==> src/rtl/regfile_pkg.sv <==
// Shared types and helpers for the multi-port register file.
// FSM state encoding, port-count limits and packed-slice indexing.
package regfile_pkg;

  typedef enum logic [0:0] {
    RF_INIT  = 1'b0,
    RF_READY = 1'b1
  } rf_state_e;

  localparam int unsigned MaxReadPorts  = 4;
  localparam int unsigned MaxWritePorts = 3;

  // Low bit of slice idx in a vector of width-bit fields.
  function automatic int unsigned slice_lo(input int unsigned idx, input int unsigned width);
    return idx * width;
  endfunction

endpackage

==> src/rtl/regfile_scoreboard.sv <==
// Pending-register scoreboard: reserve sets, accepted writes clear, clear_i flushes.
// busy_o reports pending per read port, masked by a same-cycle write to that register.
module regfile_scoreboard
  import regfile_pkg::*;
#(
  parameter int unsigned ADDR_WIDTH      = 5,
  parameter int unsigned NUM_REGISTERS   = 32,
  parameter int unsigned NUM_READ_PORTS  = 2,
  parameter int unsigned NUM_WRITE_PORTS = 2
) (
  input  logic                                  clk_i,
  input  logic                                  rst_n_i,
  input  logic                                  active_i,
  input  logic                                  flush_i,
  input  logic                                  reserve_en_i,
  input  logic [ADDR_WIDTH-1:0]                 reserve_addr_i,
  input  logic [NUM_WRITE_PORTS-1:0]            wr_acc_i,
  input  logic [NUM_WRITE_PORTS*ADDR_WIDTH-1:0] write_addr_i,
  input  logic [NUM_READ_PORTS*ADDR_WIDTH-1:0]  read_addr_i,
  output logic [NUM_READ_PORTS-1:0]             busy_o
);

  logic [NUM_REGISTERS-1:0] pending_q, pending_d;

  function automatic logic addr_ok(input logic [ADDR_WIDTH-1:0] a);
    return (a != '0) && (32'(a) < NUM_REGISTERS);
  endfunction

  always_comb begin
    pending_d = pending_q;
    if (active_i) begin
      for (int k = 0; k < NUM_WRITE_PORTS; k++) begin
        if (wr_acc_i[k]) begin
          pending_d[write_addr_i[slice_lo(k, ADDR_WIDTH) +: ADDR_WIDTH]] = 1'b0;
        end
      end
      // Reserve applied after the write clears so it wins on a collision.
      if (reserve_en_i && addr_ok(reserve_addr_i)) begin
        pending_d[reserve_addr_i] = 1'b1;
      end
      if (flush_i) begin
        pending_d = '0;
      end
    end
  end

  always_ff @(posedge clk_i or negedge rst_n_i) begin
    if (!rst_n_i) begin
      pending_q <= '0;
    end else begin
      pending_q <= pending_d;
    end
  end

  always_comb begin
    logic [ADDR_WIDTH-1:0] ra;
    logic                  hit;
    busy_o = '0;
    ra     = '0;
    hit    = 1'b0;
    for (int r = 0; r < NUM_READ_PORTS; r++) begin
      ra  = read_addr_i[slice_lo(r, ADDR_WIDTH) +: ADDR_WIDTH];
      hit = 1'b0;
      for (int k = 0; k < NUM_WRITE_PORTS; k++) begin
        if (wr_acc_i[k] && (write_addr_i[slice_lo(k, ADDR_WIDTH) +: ADDR_WIDTH] == ra)) begin
          hit = 1'b1;
        end
      end
      if (active_i && addr_ok(ra)) begin
        busy_o[r] = pending_q[ra] & ~hit;
      end
    end
  end

endmodule

==> src/rtl/regfile_mp.sv <==
// Multi-port register file with write-to-read bypass, hardwired r0 and a sequential clear engine.
// Define REGFILE_SCOREBOARD_EN to add the pending-register scoreboard and its ports.
module regfile_mp
  import regfile_pkg::*;
#(
  parameter int unsigned DATA_WIDTH      = 16,
  parameter int unsigned ADDR_WIDTH      = 5,
  parameter int unsigned NUM_REGISTERS   = 32,
  parameter int unsigned NUM_READ_PORTS  = 2,
  parameter int unsigned NUM_WRITE_PORTS = 2
) (
  input  logic                                  clk_i,
  input  logic                                  rst_n_i,
  input  logic                                  clear_i,
  output logic                                  ready_o,
  input  logic [NUM_WRITE_PORTS-1:0]            write_en_i,
  input  logic [NUM_WRITE_PORTS*ADDR_WIDTH-1:0] write_addr_i,
  input  logic [NUM_WRITE_PORTS*DATA_WIDTH-1:0] write_data_i,
`ifdef REGFILE_SCOREBOARD_EN
  input  logic                                  reserve_en_i,
  input  logic [ADDR_WIDTH-1:0]                 reserve_addr_i,
  output logic [NUM_READ_PORTS-1:0]             busy_o,
`endif
  input  logic [NUM_READ_PORTS*ADDR_WIDTH-1:0]  read_addr_i,
  output logic [NUM_READ_PORTS*DATA_WIDTH-1:0]  read_data_o
);

  localparam logic [ADDR_WIDTH-1:0] LastIdx = ADDR_WIDTH'(NUM_REGISTERS - 1);

  rf_state_e             state_q;
  logic [ADDR_WIDTH-1:0] cnt_q;
  logic                  ready_q;

  logic [DATA_WIDTH-1:0] regs_q [NUM_REGISTERS];

  logic [NUM_WRITE_PORTS-1:0] wr_acc;
  logic [ADDR_WIDTH-1:0]      wr_addr [NUM_WRITE_PORTS];
  logic [DATA_WIDTH-1:0]      wr_data [NUM_WRITE_PORTS];
  logic                       active;

  function automatic logic addr_ok(input logic [ADDR_WIDTH-1:0] a);
    return (a != '0) && (32'(a) < NUM_REGISTERS);
  endfunction

  assign active  = (state_q == RF_READY);
  assign ready_o = ready_q;

  always_ff @(posedge clk_i or negedge rst_n_i) begin
    if (!rst_n_i) begin
      state_q <= RF_INIT;
      cnt_q   <= ADDR_WIDTH'(1);
      ready_q <= 1'b0;
    end else begin
      unique case (state_q)
        RF_INIT: begin
          if (cnt_q == LastIdx) begin
            state_q <= RF_READY;
            ready_q <= 1'b1;
          end else begin
            cnt_q <= cnt_q + ADDR_WIDTH'(1);
          end
        end
        RF_READY: begin
          if (clear_i) begin
            state_q <= RF_INIT;
            cnt_q   <= ADDR_WIDTH'(1);
            ready_q <= 1'b0;
          end
        end
        default: begin
          state_q <= RF_INIT;
          cnt_q   <= ADDR_WIDTH'(1);
          ready_q <= 1'b0;
        end
      endcase
    end
  end

  always_comb begin
    for (int k = 0; k < NUM_WRITE_PORTS; k++) begin
      wr_addr[k] = write_addr_i[slice_lo(k, ADDR_WIDTH) +: ADDR_WIDTH];
      wr_data[k] = write_data_i[slice_lo(k, DATA_WIDTH) +: DATA_WIDTH];
      wr_acc[k]  = active && write_en_i[k] && addr_ok(wr_addr[k]);
    end
  end

  // Storage is deliberately unreset; the INIT sweep zeroes it. Later ports override earlier ones.
  always_ff @(posedge clk_i) begin
    if (state_q == RF_INIT) begin
      regs_q[cnt_q] <= '0;
    end else begin
      for (int k = 0; k < NUM_WRITE_PORTS; k++) begin
        if (wr_acc[k]) begin
          regs_q[wr_addr[k]] <= wr_data[k];
        end
      end
    end
  end

  always_comb begin
    logic [ADDR_WIDTH-1:0] ra;
    logic [DATA_WIDTH-1:0] rd;
    read_data_o = '0;
    ra          = '0;
    rd          = '0;
    for (int r = 0; r < NUM_READ_PORTS; r++) begin
      ra = read_addr_i[slice_lo(r, ADDR_WIDTH) +: ADDR_WIDTH];
      rd = '0;
      if (active && addr_ok(ra)) begin
        rd = regs_q[ra];
        for (int k = 0; k < NUM_WRITE_PORTS; k++) begin
          if (wr_acc[k] && (wr_addr[k] == ra)) begin
            rd = wr_data[k];
          end
        end
      end
      read_data_o[slice_lo(r, DATA_WIDTH) +: DATA_WIDTH] = rd;
    end
  end

`ifdef REGFILE_SCOREBOARD_EN
  regfile_scoreboard #(
    .ADDR_WIDTH      (ADDR_WIDTH),
    .NUM_REGISTERS   (NUM_REGISTERS),
    .NUM_READ_PORTS  (NUM_READ_PORTS),
    .NUM_WRITE_PORTS (NUM_WRITE_PORTS)
  ) u_scoreboard (
    .clk_i          (clk_i),
    .rst_n_i        (rst_n_i),
    .active_i       (active),
    .flush_i        (clear_i),
    .reserve_en_i   (reserve_en_i),
    .reserve_addr_i (reserve_addr_i),
    .wr_acc_i       (wr_acc),
    .write_addr_i   (write_addr_i),
    .read_addr_i    (read_addr_i),
    .busy_o         (busy_o)
  );
`endif

endmodule

==> config.mk <==
export PLATFORM = sky130hd
export DESIGN_NAME = regfile_mp
export DESIGN_NICKNAME = d
export VERILOG_FILES = /design/src/rtl/regfile_pkg.sv /design/src/rtl/regfile_scoreboard.sv /design/src/rtl/regfile_mp.sv
export SDC_FILE = /design/constraint.sdc
export NUM_CORES = 1
export LEC_CHECK = 0
export BUFFER_PORTS_ARGS = -buffer_cell sky130_fd_sc_hd__buf_2
export CAP_MARGIN = 40
export CORE_ASPECT_RATIO = 1.2
export CORE_MARGIN = 2
export CORE_UTILIZATION = 47
export CTS_CLUSTER_SIZE = 25
export DETAILED_ROUTE_END_ITERATION = 16
export GPL_TIMING_DRIVEN = 0
export HOLD_SLACK_MARGIN = 0.15
export MAX_ROUTING_LAYER = met4
export PLACE_DENSITY_LB_ADDON = 0.12
export SLEW_MARGIN = 20
export SYNTH_ARGS = -nofsm -noshare
export SYNTH_HDL_FRONTEND = slang
export SYNTH_SLANG_ARGS = --single-unit
==> constraint.sdc <==
create_clock -name clk_i -period 8.4 [get_ports clk_i]
set_clock_uncertainty 0.1 [all_clocks]
set_input_delay 0.84 -clock clk_i [delete_from_list [all_inputs] [get_ports clk_i]]
set_output_delay 0.84 -clock clk_i [all_outputs]
set_load 0.01 [all_outputs]
== Word level (Yosys, flattened, before mapping) ==
Memories as Yosys holds them, arrays and structs flattened.
Cells that the tools add are included.

* Bits in registers: 7
* Bits in writable memories: 512
* Output and inout port bits: 33
* Logic and storage cells: 56
* Memories kept: 1

{| class="wikitable"
|+ Memory list
! memory !! depth !! width !! rd ports !! clocked after Yosys merged registers in !! write ports !! line !! source
|-
| regs_q || 32 || 16 || 2 || 0 || 2 || regfile_mp.sv:34 || <nowiki>logic [DATA_WIDTH-1:0] regs_q [NUM_REGISTERS];</nowiki>
|}

* Add/sub/neg operators: 1
* Equal/unequal tests: 8
* Muxes and demuxes: 25
* Bitwise operators: 1
* Reduce and logical (&&, ||, !) cells: 17

{| class="wikitable"
|+ Operator list
! kind !! number
|-
| $mux 16 || 7
|-
| $eq 5x5->1 || 4
|-
| $reduce_bool 5->1 || 4
|-
| $reduce_or 16->1 || 1
|-
| $mux 5 || 3
|-
| $mux 1 || 12
|-
| $logic_and 1x1->1 || 10
|-
| $pmux 5 s2 || 1
|-
| $ne 2x2->1 const B || 3
|-
| $add 5x1->5 const B || 1
|-
| $eq 5x5->1 const B || 1
|-
| $pmux 1 s2 || 2
|-
| $reduce_and 2->1 || 2
|-
| $not 1->1 || 1
|}

== Longest topological paths before layout ==
* Depth after elaboration: 7
* Depth in mapped cells: 10

== Worst setup path after synthesis ==
Ideal clock, no wire load.

* Kind: in2reg
* Start: input write_addr_i[3]
* End: memory regs_q[1][0], enable pin
* Data arrival time: 3246 ps
* Required time: 7905 ps
* Slack: 4659 ps
* Stages: 8
* Buffers on the path: 2
* Cell sequence: buf_2 or4_4 o21a_4 buf_6 or3_1 o31ai_2 nand2_2 o22ai_1

{| class="wikitable"
|+ RTL lines
! element !! line !! source
|-
| start, declared || regfile_mp.sv:17 || <nowiki>input logic [NUM_WRITE_PORTS*ADDR_WIDTH-1:0] write_addr_i,</nowiki>
|-
| end, declared || regfile_mp.sv:34 ||
|}

== Final worst setup path ==
* Start: input read_addr_i[4]
* End: output read_data_o[6]

* Cells in the longest elaborated chain, start to end: 5

{| class="wikitable"
|+ RTL lines
! element !! line !! source
|-
| start, declared || regfile_mp.sv:24 || <nowiki>input logic [NUM_READ_PORTS*ADDR_WIDTH-1:0] read_addr_i,</nowiki>
|-
| parallel branches: the longest is 4 deep, another holds $mem_v2 32x16 || n/a ||
|-
| $mux 16 * || regfile_mp.sv:109 || <nowiki>if (active && addr_ok(ra)) begin</nowiki>
|-
| end, declared || regfile_mp.sv:25 || <nowiki>output logic [NUM_READ_PORTS*DATA_WIDTH-1:0] read_data_o</nowiki>
|}

Every way passes the cells marked *.

==> flow_summary.json <==
{
  "status": "complete, no violations",
  "cts_sinks": 519,
  "worstPathArrival_ns": 4.80,
  "min_from": "clear_i",
  "critPathKind": "in2out",
  "leakagePower_nw": 12.1,
  "via_count": 28600,
  "reg2reg_slack_ns": 4.50,
  "antenna_found_initial": 19,
  "wirelength_um": 171000,
  "slowest_stage": "clkbuf_1",
  "synth_cell_types": 53,
  "placed_area_um2": 33500,
  "dpl.cell_count": 3754,
  "cp.buffers_inverters": 6,
  "numCtsBuffers": 55,
  "r2r_end": "regs_q[12][9]",
  "die_h_um": 284,
  "wl_per_cell_um": 43.9,
  "io_buffers": 76,
  "synth_area_um2": 30700,
  "grt_pass1_wl_um": 225000,
  "initial_core_util": 0.476,
  "dieArea_um2": 67400,
  "drt_iter0_drc": 4903,
  "nFillCells": 5514,
  "drc": 0,
  "finalSetupTns_ns": 0,
  "via_per_inst": 7.35,
  "period_share": 0.683,
  "design_area_um2": 35500,
  "fin_nets": 3053,
  "synth_most_common_cell": "nand2_1",
  "synthTopCellsByCount": "nand2_1 (556), edfxtp_1 (512), o21ai_0 (502)",
  "critPathMaxStageDelay_ns": 0.67,
  "finalWeightedCongestion": 1.13,
  "post_cts_buffers": 0,
  "clk_pin_slew_ns": 0.06,
  "clockBufferDepth": 3,
  "worstPathRequired_ns": 7.46,
  "grt_usage": 0.519,
  "setup_viol": 0,
  "synth_area_leaders": "edfxtp_1 (50%), mux4_2 (14%), o21ai_0 (8.2%)",
  "final_max_slew_viol_count": 0,
  "grt_pass1_vias": 27000,
  "max_slew_margin": 0.239,
  "hp-class": "in2reg",
  "min_to": "cnt_q[2]",
  "yosysTopAreaCell": "edfxtp_1",
  "dieWidth_um": 237,
  "root_buffer": "clkbuf_16",
  "rows": 102,
  "drive_gt1_frac": 0.194,
  "cts_tree": "done",
  "path_delay_family": "buffers and inverters",
  "ys_ff_latch": 519,
  "synth_fp_nets": 2823,
  "final_cells": 3892,
  "r2r-start": "active",
  "syn_to_final_growth_pct": 15.7,
  "ir_drop_v": 0.000165,
  "clock_latency_ns": 0.62,
  "startpoint_type": "primary input",
  "worstMarginPinSlew_ns": 1.14,
  "pin_count": 90,
  "dp.final_hpwl_um": 129000,
  "holdPathStages": 2,
  "cap_violations": 0,
  "firstDrtPassIters": 6,
  "finalCriticalPeriod_ns": 5.74,
  "core-area_um2": 64600,
  "synth_warnings": 0,
  "worstPathMaxFanout": 10,
  "grt_max_degree": 17,
  "rr_worst_depth": 8,
  "rsz0062_at_grt": "no",
  "grt_overflow_total": 0,
  "yosysSeqAreaShare": 0.506,
  "synth-main-ff-cell": "edfxtp_1",
  "p_per_area_nw_per_um2": 218,
  "htreeDepth": 2,
  "synth.avg_cell_area_um2": 11.1,
  "hold_viol_final": 0,
  "synthArstFlopShare": 0.0135,
  "cpMostUsedCell": "buf_2",
  "clock.fmax_ghz": 0.174,
  "final_antenna_net_count": 0,
  "synth_top_area_share": 0.501,
  "end_kind": "output port",
  "synth_edf_count": 512,
  "post_synth_inst_count": 2764,
  "path_cells": "buf_2 > buf_2 > clkinv_1 > nor2_1 > buf_4 > clkbuf_1 > a22oi_1 > nand3_1 > and3_1 > buf_2"
}
where the power goes:
group	switching (mW)	internal, mW	total [mW]
sequential	0.138	3.17	3.31
combinational	1.29	0.569	1.86
clock	1.11	1.47	2.58
total	2.54	5.20	7.74
cell type report:
| cell class | instances | area (um2) | area share |
|---|---|---|---|
| inverter | 34 | 128 | 0.00359 |
| multi-input combinational | 1892 | 13900 | 0.392 |
| buffer | 319 | 1350 | 0.0379 |
| tap | 832 | 1040 | 0.0293 |
| clock buffer | 71 | 1530 | 0.0430 |
| sequential | 519 | 15600 | 0.437 |
| antenna | 22 | 55.1 | 0.00155 |
| timing repair buffer | 173 | 1630 | 0.0460 |
| clock inverter | 30 | 320 | 0.00901 |
placed cells by master (no fill, tap or decap), drive strengths merged, types with 4 or more instances in the layout:
master | netlist | routed
a221oi | 78 | 78
inv | 32 | 32
nor2 | 94 | 94
a22oi | 84 | 84
a31oi | 13 | 13
bufinv | 0 | 6
o21bai | 14 | 14
a211oi | 14 | 14
nor2b | 6 | 6
clkinv | 2 | 22
nand3 | 21 | 21
nand2b | 6 | 6
o21ai | 503 | 503
mux2i | 130 | 130
o22ai | 37 | 37
dfrtp | 6 | 6
clkinvlp | 0 | 4
mux4 | 192 | 192
xor2 | 9 | 9
clkbuf | 250 | 322
and3 | 19 | 19
xnor2 | 14 | 14
buf | 69 | 240
edfxtp | 512 | 512
a211o | 14 | 14
nor3 | 38 | 38
a21oi | 14 | 14
diode | 0 | 22
nand2 | 558 | 558
nand3b | 5 | 5
layer usage:
| layer | track usage | routed length [um] |
|---|---|---|
| met2 | 0.736 | 72900 |
| met1 | 0.563 | 53100 |
| met4 | 0.488 | 21300 |
| met5 | - | 0 |
| met3 | 0.185 | 23500 |
how the worst max path moves through the flow:
stage,start,endpoint,cells past startpoint
6_report,read_addr_i[4],read_data_o[6],10
5_1_grt,read_addr_i[4],read_data_o[11],10
3_5_place_dp,read_addr_i[4],read_data_o[4],10
2_1_floorplan,write_addr_i[3],regs_q[1][0],8
3_3_place_gp,read_addr_i[1],read_data_o[4],8
4_1_cts,read_addr_i[4],read_data_o[4],10
logic make-up after synthesis:
family,count (synthesis),synth area share
AND/OR/NAND/NOR,763,0.103
adder cells (fa/ha/maj),2,0.000815
XOR/XNOR,23,0.00656
buffers and inverters,353,0.0471
flip-flops,519,0.506
multiplexers,322,0.183
AO/OA/AOI/OAI,782,0.153
repair_timing:
action / in CTS / in global routing
hold buffers: 1 / 0
gates resized for setup: 0 / 0
hold endpoints to repair: 6 / 0
endpoints found under the setup margin: 0 / 0
state kept, by name (all words and copies together), names as in the netlist:
register and cells:
cnt_q 5, ready_o 1, regs_q 512, active 1
per-stage QoR:
stage	utilization	setup WS (ns)	power (mW)	hold slack [ns]
floorplan	-	4.66	4.15	0.444
CTS	0.547	3.04	7.59	0.382
global placement	0.498	2.79	4.90	0.439
detailed placement	0.519	3.06	5.08	0.444
finish	0.550	2.66	7.74	0.393
global route	0.550	2.96	7.80	0.405
Note: power is estimated with default switching activity, not from simulation.
